`src/rtl/uart_reg_writer.sv`:
```
// UART byte receiver with a two-byte data/address decoder feeding a
// first-word fall-through write queue for the APU register file.
module uart_reg_writer #(
  parameter int CLK_HZ     = 12_000_000,
  parameter int BAUD       = 9600,
  parameter int ADDR_WIDTH = 6,
  parameter int FIFO_DEPTH = 4
) (
  input  logic                          clk,
  input  logic                          rst_n,
  input  logic                          rx,
  output logic                          wr_valid,
  input  logic                          wr_ready,
  output logic [ADDR_WIDTH-1:0]         wr_addr,
  output logic [7:0]                    wr_data,
  output logic [$clog2(FIFO_DEPTH):0]   fifo_level,
  output logic                          frame_err,
  output logic                          seq_err,
  output logic                          overflow
);

  localparam int DIV = CLK_HZ / BAUD;
  localparam int CW  = $clog2(DIV + 1);
  localparam int PW  = $clog2(FIFO_DEPTH);

  typedef enum logic [2:0] {IDLE, START, DATA, STOP, WAIT_HIGH} rx_state_t;

  logic            rx_s1, rx_s2;
  rx_state_t       state, state_n;
  logic [CW-1:0]   cnt, cnt_n;
  logic [2:0]      bit_idx, bit_idx_n;
  logic [7:0]      shreg, shreg_n;
  logic            rx_stb, rx_stb_n, frame_err_n;
  logic            tick;

  always_ff @(posedge clk or negedge rst_n) begin
    if (!rst_n) begin
      rx_s1 <= 1'b1;
      rx_s2 <= 1'b1;
    end else begin
      rx_s1 <= rx;
      rx_s2 <= rx_s1;
    end
  end

  always_ff @(posedge clk or negedge rst_n) begin
    if (!rst_n) begin
      state     <= IDLE;
      cnt       <= '0;
      bit_idx   <= '0;
      shreg     <= '0;
      rx_stb    <= 1'b0;
      frame_err <= 1'b0;
    end else begin
      state     <= state_n;
      cnt       <= cnt_n;
      bit_idx   <= bit_idx_n;
      shreg     <= shreg_n;
      rx_stb    <= rx_stb_n;
      frame_err <= frame_err_n;
    end
  end

  // cnt counts down to the next sample point; a sample is taken when it reaches 1
  assign tick = (cnt == CW'(1));

  always_comb begin
    state_n     = state;
    cnt_n       = cnt;
    bit_idx_n   = bit_idx;
    shreg_n     = shreg;
    rx_stb_n    = 1'b0;
    frame_err_n = 1'b0;
    case (state)
      IDLE: begin
        if (!rx_s2) begin
          state_n = START;
          cnt_n   = CW'(DIV / 2);
        end
      end
      START: begin
        if (tick) begin
          if (rx_s2) begin
            state_n = IDLE;
          end else begin
            state_n   = DATA;
            cnt_n     = CW'(DIV);
            bit_idx_n = '0;
          end
        end else begin
          cnt_n = cnt - CW'(1);
        end
      end
      DATA: begin
        if (tick) begin
          shreg_n = {rx_s2, shreg[7:1]};
          cnt_n   = CW'(DIV);
          if (bit_idx == 3'd7) state_n = STOP;
          else                 bit_idx_n = bit_idx + 3'd1;
        end else begin
          cnt_n = cnt - CW'(1);
        end
      end
      STOP: begin
        if (tick) begin
          if (rx_s2) begin
            rx_stb_n = 1'b1;
            state_n  = IDLE;
          end else begin
            frame_err_n = 1'b1;
            state_n     = WAIT_HIGH;
          end
        end else begin
          cnt_n = cnt - CW'(1);
        end
      end
      WAIT_HIGH: begin
        if (rx_s2) state_n = IDLE;
      end
      default: state_n = IDLE;
    endcase
  end

  logic                  pend;
  logic [6:0]            pend_data;
  logic                  push_q;
  logic [ADDR_WIDTH-1:0] push_addr;
  logic [7:0]            push_data;
  logic [5:0]            addr_field;
  logic                  addr_oor;

  assign addr_field = shreg[6:1];
  assign addr_oor   = ((addr_field >> ADDR_WIDTH) != '0);

  always_ff @(posedge clk or negedge rst_n) begin
    if (!rst_n) begin
      pend      <= 1'b0;
      pend_data <= '0;
      push_q    <= 1'b0;
      push_addr <= '0;
      push_data <= '0;
      seq_err   <= 1'b0;
    end else begin
      push_q  <= 1'b0;
      seq_err <= 1'b0;
      if (rx_stb) begin
        if (!shreg[7]) begin
          pend      <= 1'b1;
          pend_data <= shreg[6:0];
        end else begin
          pend <= 1'b0;
          if (pend && !addr_oor) begin
            push_q    <= 1'b1;
            push_addr <= addr_field[ADDR_WIDTH-1:0];
            push_data <= {shreg[0], pend_data};
          end else begin
            seq_err <= 1'b1;
          end
        end
      end
    end
  end

  logic [PW:0]            wr_ptr, rd_ptr;
  logic [ADDR_WIDTH+7:0]  mem [FIFO_DEPTH];
  logic [ADDR_WIDTH+7:0]  head;
  logic                   empty, full, pop, accept;

  assign empty    = (wr_ptr == rd_ptr);
  assign full     = (wr_ptr[PW] != rd_ptr[PW]) && (wr_ptr[PW-1:0] == rd_ptr[PW-1:0]);
  assign wr_valid = ~empty;
  assign pop      = wr_valid & wr_ready;
  // a pop in the same cycle frees the slot, so a push into a full queue still lands
  assign accept   = push_q & (~full | pop);
  assign overflow = push_q & full & ~pop;

  always_ff @(posedge clk) begin
    if (accept) mem[wr_ptr[PW-1:0]] <= {push_addr, push_data};
  end

  always_ff @(posedge clk or negedge rst_n) begin
    if (!rst_n) begin
      wr_ptr <= '0;
      rd_ptr <= '0;
    end else begin
      if (accept) wr_ptr <= wr_ptr + (PW+1)'(1);
      if (pop)    rd_ptr <= rd_ptr + (PW+1)'(1);
    end
  end

  assign head       = mem[rd_ptr[PW-1:0]];
  assign wr_addr    = wr_valid ? head[ADDR_WIDTH+7:8] : '0;
  assign wr_data    = wr_valid ? head[7:0] : '0;
  assign fifo_level = wr_ptr - rd_ptr;

endmodule

```
`config.mk`:
```
export PLATFORM = sky130hd
export DESIGN_NAME = uart_reg_writer
export DESIGN_NICKNAME = d
export VERILOG_FILES = /design/src/rtl/uart_reg_writer.sv
export SDC_FILE = /design/constraint.sdc
export NUM_CORES = 1
export LEC_CHECK = 0
export ABC_AREA = 1
export ABC_CLOCK_PERIOD_IN_PS = 3400
export BUFFER_PORTS_ARGS = -buffer_cell sky130_fd_sc_hd__buf_2
export CORE_ASPECT_RATIO = 1.5
export CORE_MARGIN = 4
export CORE_UTILIZATION = 50
export DETAILED_ROUTE_END_ITERATION = 8
export PLACE_DENSITY = 0.67
export SLEW_MARGIN = 5
export SYNTH_ARGS = -nofsm -noshare
export SYNTH_HDL_FRONTEND = slang
export SYNTH_SLANG_ARGS = --single-unit
```
`constraint.sdc`:
```
create_clock -name clk -period 3.4 [get_ports clk]
set_input_delay 0.17 -clock clk [delete_from_list [all_inputs] [get_ports clk]]
set_output_delay 0.17 -clock clk [all_outputs]
set_load 0.02 [all_outputs]
```
==> flow_metrics.tcl, run 1 <==
set metrics [dict create \
    required_ns 3.23 \
    netlist_area_um2 5030 \
    clock_latency_ns 0.40 \
    row_count 44 \
    initial_core_util_pct 51.6 \
    setup_violations 0 \
    yosysWarnings 0 \
    grt_max_degree 37 \
    cts_setup_buffers 0 \
    start_kind "flop" \
    worst_slew_pin_slew_ns 0.807 \
    fin_crit_ns 2.45 \
    grt_antenna_before_repair 0 \
    vias_per_cell 5.18 \
    skew_ns 0.00576 \
    crit_type "reg -> out" \
    io-pin-count 25 \
    clock-root-buffer "clkbuf_16" \
    gp_congestion 0.940 \
    r2r-start "rd_ptr[0]" \
    grt_pass1_wl_mm 16.4 \
    fillers 812 \
    grt_pass1_vias 3491 \
    die_h_um 131 \
    cp_common_cell "inv_1" \
    drtIter0Drc 197 \
    ant_nets 0 \
    wl_per_cell_um 14.2 \
    crit_start "rd_ptr[0]" \
    maxSlewHeadroom_pct 46.2 \
    ys_seq_area_share_pct 62.9 \
    clock_path_buffers 2 \
    top_layer_used "met4" \
    cts_max_level 4 \
    gr-usage-all-layers_pct 18.0 \
    post-route-period-util_pct 72.1 \
    clkTransAtPathRegs_ns 0.05 \
    min-delay-start "wr_ready" \
    cts.sinks 115 \
    ir_drop_uv 386 \
    area_growth_pct 16.9 \
    critPathMaxFanout 31 \
    hold_path_class "in -> reg" \
    max_stage_delay_ns 0.41 \
    final_cell_mix "98 x nand2_1, 85 x nor2_1, 60 x o21ai_0" \
    avgSynthCellArea_um2 10.0 \
    drc 0 \
    setup-tns-final_ns 0 \
    max_freq_mhz 408 \
    arrival_ns 2.28 \
    cts_tree "done" \
    outcome "finished, final reports clean" \
    wl_met2_mm 5.05 \
    grt_remaining_overflow 0 \
    nets 558 \
    critPathSlowestCell "inv_1" \
    mostFrequentLayoutCell "nand2_1" \
    power_density_nw_per_um2 698 \
    drive_gt1_share_pct 14.8 \
    grt_setup_unrepaired "no" \
    numCtsBuffers 17 \
    synth_nets 518 \
    cap_violations 0 \
    io_buffer_count 24 \
    maxSlewViolCount 0 \
    drt-met1-wl_mm 3.81 \
    dr.pass1.iters 5 \
    synth_seq_cells 115 \
    fp.dieW_um 89.9 \
    vias 3470 \
    synthCells 502 \
    core_area_um2 9740 \
    place_hpwl_mm 6.64 \
    wl_mm 9.51 \
    finalNonFillerCells 670 \
    hold_viol 0 \
    antennaDiodeCount 0 \
    dp.cells 636 \
    cp-end-kind "output pin" \
    synth_cell_types 29 \
    crit_chain "buf_4 > ha_1 > nand2_1 > inv_1 > nand3_1 > inv_1 > a21oi_1 > buf_2" \
    die-area_um2 11800 \
    dr_wl_met3_um 426 \
    leakage_nw 2.78 \
]
-- timing repair --
action                    4_1_cts  5_1_grt
gates resized for setup         0        0
hold buffers                    2        0
hold endpoints to repair       34        0
-- path summary, 6_finish.rpt --
path / endpoint / depth (start not counted) / slack (ns)
max in group asynchronous: push_data[4] / 3 / 2.18
worst min register to register: rx_s2 / 0 / 0.35
worst min-delay path: rd_ptr[2] / 3 / 0.09
worst max register to register: mem[3][4] / 8 / 1.38
worst max-delay path: wr_addr[5] / 8 / 0.95
min in group asynchronous: rd_ptr[0] / 2 / 0.39
-- critical path: cells and delay by family (launching register included) --
family          cells  cell delay, ns
flops               1            0.35
buf+inv             4            0.89
fa+ha+maj           1            0.34
compound gates      1            0.09
simple gates        2            0.21
-- cells in the mapped netlist --
| library cell | instances | area share, % |
|---|---|---|
| inv_1 | 41 | 3.1 |
| nand2_2 | 6 | 0.75 |
| o21ai_2 | 2 | 0.35 |
| nand2_4 | 2 | 0.45 |
| fa_1 | 1 | 0.40 |
| a21oi_1 | 23 | 2.3 |
| buf_2 | 7 | 0.70 |
| nand4_1 | 1 | 0.12 |
| dfstp_2 | 2 | 1.0 |
| nor2_1 | 85 | 6.3 |
| nor2_4 | 3 | 0.67 |
| inv_2 | 4 | 0.30 |
| dfrtp_1 | 57 | 28 |
| buf_8 | 1 | 0.30 |
| xnor2_1 | 3 | 0.52 |
| nand3_2 | 1 | 0.20 |
| xor2_1 | 5 | 0.87 |
| nor2_8 | 1 | 0.40 |
| nand2_1 | 98 | 7.3 |
| o21ai_0 | 60 | 6.0 |
| nand3_1 | 18 | 1.8 |
| or2_1 | 1 | 0.12 |
| nand3_4 | 1 | 0.35 |
| o21ai_1 | 3 | 0.30 |
| ha_1 | 11 | 2.7 |
| clkbuf_1 | 5 | 0.37 |
| nor2_2 | 3 | 0.37 |
| nor3_1 | 1 | 0.099 |
| edfxtp_1 | 56 | 33 |
-- routing by layer --
| metal | up-vias | GRT usage [%] |
|---|---|---|
| met3 | 20 | 5.56 |
| met2 | 92 | 32.9 |
| met4 | 0 | 8.30 |
| met1 | 1633 | 19.2 |
| li1 | 1725 | - |
| met5 | - | 0 |
-- state kept, by name (all words and copies together), names as in the netlist --
name       flops
pend_data      7
wr_ptr         3
mem           56
pend           1
push_addr      6
rx_stb         1
rd_ptr         3
state          3
push_data      8
rx_s2          1
shreg          8
push_q         1
seq_err        1
cnt           11
frame_err      1
bit_idx        3
rx_s1          1
-- stage by stage --
step / setup slack (ns) / area, um2 / hold slack (ns) / total power, mW / utilization, %
finish: 0.947 / 5880 / 0.0882 / 4.10 / 60.3
global placement: 1.45 / 5280 / 0.277 / 2.41 / 54.2
detailed placement: 1.36 / 5280 / 0.279 / 2.43 / 54.2
floorplan: 0.874 / 5030 / -0.126 / 2.16 / -
CTS: 0.908 / 5880 / 0.0760 / 4.14 / 60.3
global route: 0.754 / 5880 / 0.0851 / 4.32 / 60.3
-- power breakdown --
| part | switching [mW] | internal, mW |
|---|---|---|
| clock | 0.572 | 1.13 |
| sequential | 0.00657 | 1.47 |
| combinational | 0.620 | 0.296 |
| total | 1.20 | 2.90 |
-- cell type report --
class                           instances  area, um2  area share (%)
Tap cell                              115        144            2.45
Clock inverter                         13        141            2.41
Timing Repair Buffer                   34        200            3.41
Multi-Input combinational cell        329       1630            27.7
Sequential cell                       115       3160            53.8
Inverter                               45        169            2.87
Clock buffer                           19        433            7.36
-- cell families after synthesis --
group	after synthesis	synth area share, %
fa+ha+maj	12	3.14
flops	115	62.9
xor+xnor	8	1.39
buf+inv	58	4.73
compound gates	88	8.91
simple gates	221	19.0
Note: power is estimated with default switching activity, not from simulation.
==> run 2, diff against run 1 <==
- ABC_CLOCK_PERIOD_IN_PS: 3400 -> 2100
- PLACE_DENSITY: 0.67 -> 0.7
- clock period: 3.4 -> 2.1 ns (I/O delays scaled with it)
==> flow_metrics.tcl, run 2 (same netlist as run 1, synthesis figures left out) <==
set metrics [dict create \
    outcome "finished, final reports clean" \
    skew_ns 0.0104 \
    die-area_um2 11800 \
    largest_reg_flops 56 \
    intPower_mw 4.58 \
    initial_core_util_pct 51.6 \
    arrival_ns 1.91 \
    holdWs_ns 0.0455 \
    grt_max_degree 37 \
    total_power_mw 6.72 \
    cts.sinks 115 \
    setup-tns-final_ns 0 \
    seqCellArea_um2 3160 \
    leakage_nw 2.80 \
    clock-root-buffer "clkbuf_16" \
    hold_viol 0 \
    clkTransAtPathRegs_ns 0.05 \
    drive_gt1_share_pct 20.5 \
    nets 564 \
    clock_path_buffers 2 \
    grt_pass1_vias 3551 \
    p_clk_share_pct 37.5 \
    max_freq_mhz 496 \
    hold_path_class "in -> async" \
    vias_per_cell 5.11 \
    cap_violations 0 \
    final_cell_mix "98 x nand2_1, 81 x nor2_1, 57 x o21ai_0, 57 x dfrtp_1, 56 x edfxtp_1" \
    die_h_um 131 \
    drc 0 \
    start_kind "flop" \
    gr-usage-all-layers_pct 17.8 \
    multi_input_area_um2 1740 \
    row_count 44 \
    ir_drop_uv 621 \
    p_seq_share_pct 35.9 \
    wl_mm 9.69 \
    dr.pass1.iters 4 \
    core_area_um2 9740 \
    wl_per_cell_um 14.3 \
    swShare_pct 31.9 \
    clock_latency_ns 0.40 \
    cts_tree "done" \
    io-pin-count 25 \
    antennaDiodeCount 0 \
    fin_crit_ns 2.02 \
    p_sw_mw 2.14 \
    place_hpwl_mm 6.59 \
    postPlaceCellArea_um2 5340 \
    stdcell_area_um2 6040 \
    grt_setup_unrepaired "yes" \
    maxSlewViolCount 0 \
    required_ns 2.00 \
    cp-end-kind "output pin" \
    area_growth_pct 20.2 \
    maxSlewHeadroom_pct 62.5 \
    grt_pass1_wl_mm 16.4 \
    combPwrFrac_pct 26.6 \
    drtIter0Drc 162 \
    fp.dieW_um 89.9 \
    layout_setup_ws_ns 0.0848 \
    ant_nets 0 \
    power_density_nw_per_um2 1110 \
    numCtsBuffers 17 \
    gp_congestion 0.865 \
    io_buffer_count 24 \
    worst_slew_pin_slew_ns 0.562 \
    fillers 771 \
    critPathMaxFanout 13 \
    post-route-period-util_pct 96.0 \
    grt_antenna_before_repair 0 \
    dp_slack_ns 0.0914 \
    mostFrequentLayoutCell "nand2_1" \
    cts_max_level 4 \
    vias 3454 \
    setup_violations 0 \
    crit_type "reg -> out" \
    grt_remaining_overflow 0 \
]
==> run 2: changes by cell type in the layout (fill, tap and decap cells not counted), sizes merged <==
cell         delta
buf             +5
bufinv          -3
clkbuf          -2
clkinv          +3
clkinvlp        +1
dlygate4sd3     +1
inv             +1
==> run 2: per-layer routing <==
layer	GRT usage, %	vias up	wire length, um
met2	32.6	50	5270
met3	4.07	13	251
met1	19.7	1651	3990
met5	0	-	0
li1	-	1740	-
met4	8.66	0	174
==> run 2: area by class of cell <==
cell class | count | share of cell area (%)
repair buffers | 40 | 4.82
well taps | 115 | 2.38
inverters | 45 | 2.86
clock buffers | 17 | 7.04
multi-input cells | 329 | 28.8
flip-flops and latches | 115 | 52.3
clock inverters | 15 | 1.86
==> run 2: stage by stage <==
step | utilization (%) | instances
floorplan | - | 502
global placement | 54.8 | 635
detailed placement | 54.8 | 635
CTS | 61.1 | 672
global route | 62.0 | 676
finish | 62.0 | 676
==> run 2: critical path: stages, from the launching register on <==
cell and delay [ns]:
dfrtp_1 0.41, inv_2 0.10, ha_4 0.20, nand2_1 0.07, inv_1 0.07, nand3_4 0.11, clkinvlp_4 0.11, buf_12 0.16
a21oi_1 0.11, buf_4 0.15
==> run 2: repair_timing <==
| item | in CTS | in global routing |
|---|---|---|
| setup buffers | 2 | 4 |
| hold buffers | 3 | 0 |
| endpoints found under the hold margin | 59 | 0 |
| endpoints found under the setup margin | 14 | 28 |
| resized for setup | 6 | 17 |
==> run 2: final timing paths <==
kind | from | endpoint | slack [ns] | depth (start not counted)
min in group clk | rx | rx_s1 | 0.35 | 2
max reg2reg | wr_ptr[0] | mem[3][13] | 0.17 | 7
min reg2reg | rx_s1 | rx_s2 | 0.35 | 0
min | rst_n | cnt[2] | 0.05 | 2
max | wr_ptr[0] | wr_addr[1] | 0.08 | 9
max in group asynchronous | rst_n | rx_s2 | 1.36 | 3
==> run 2: power groups by stage <==
stage	clock network, mW	logic, mW	registers [mW]
after global routing	2.68	1.97	2.41
after detailed placement	0	1.59	2.44
after global placement	0	1.56	2.44
after floorplan	0	1.12	2.45
after CTS	2.57	1.69	2.40
final	2.52	1.79	2.41
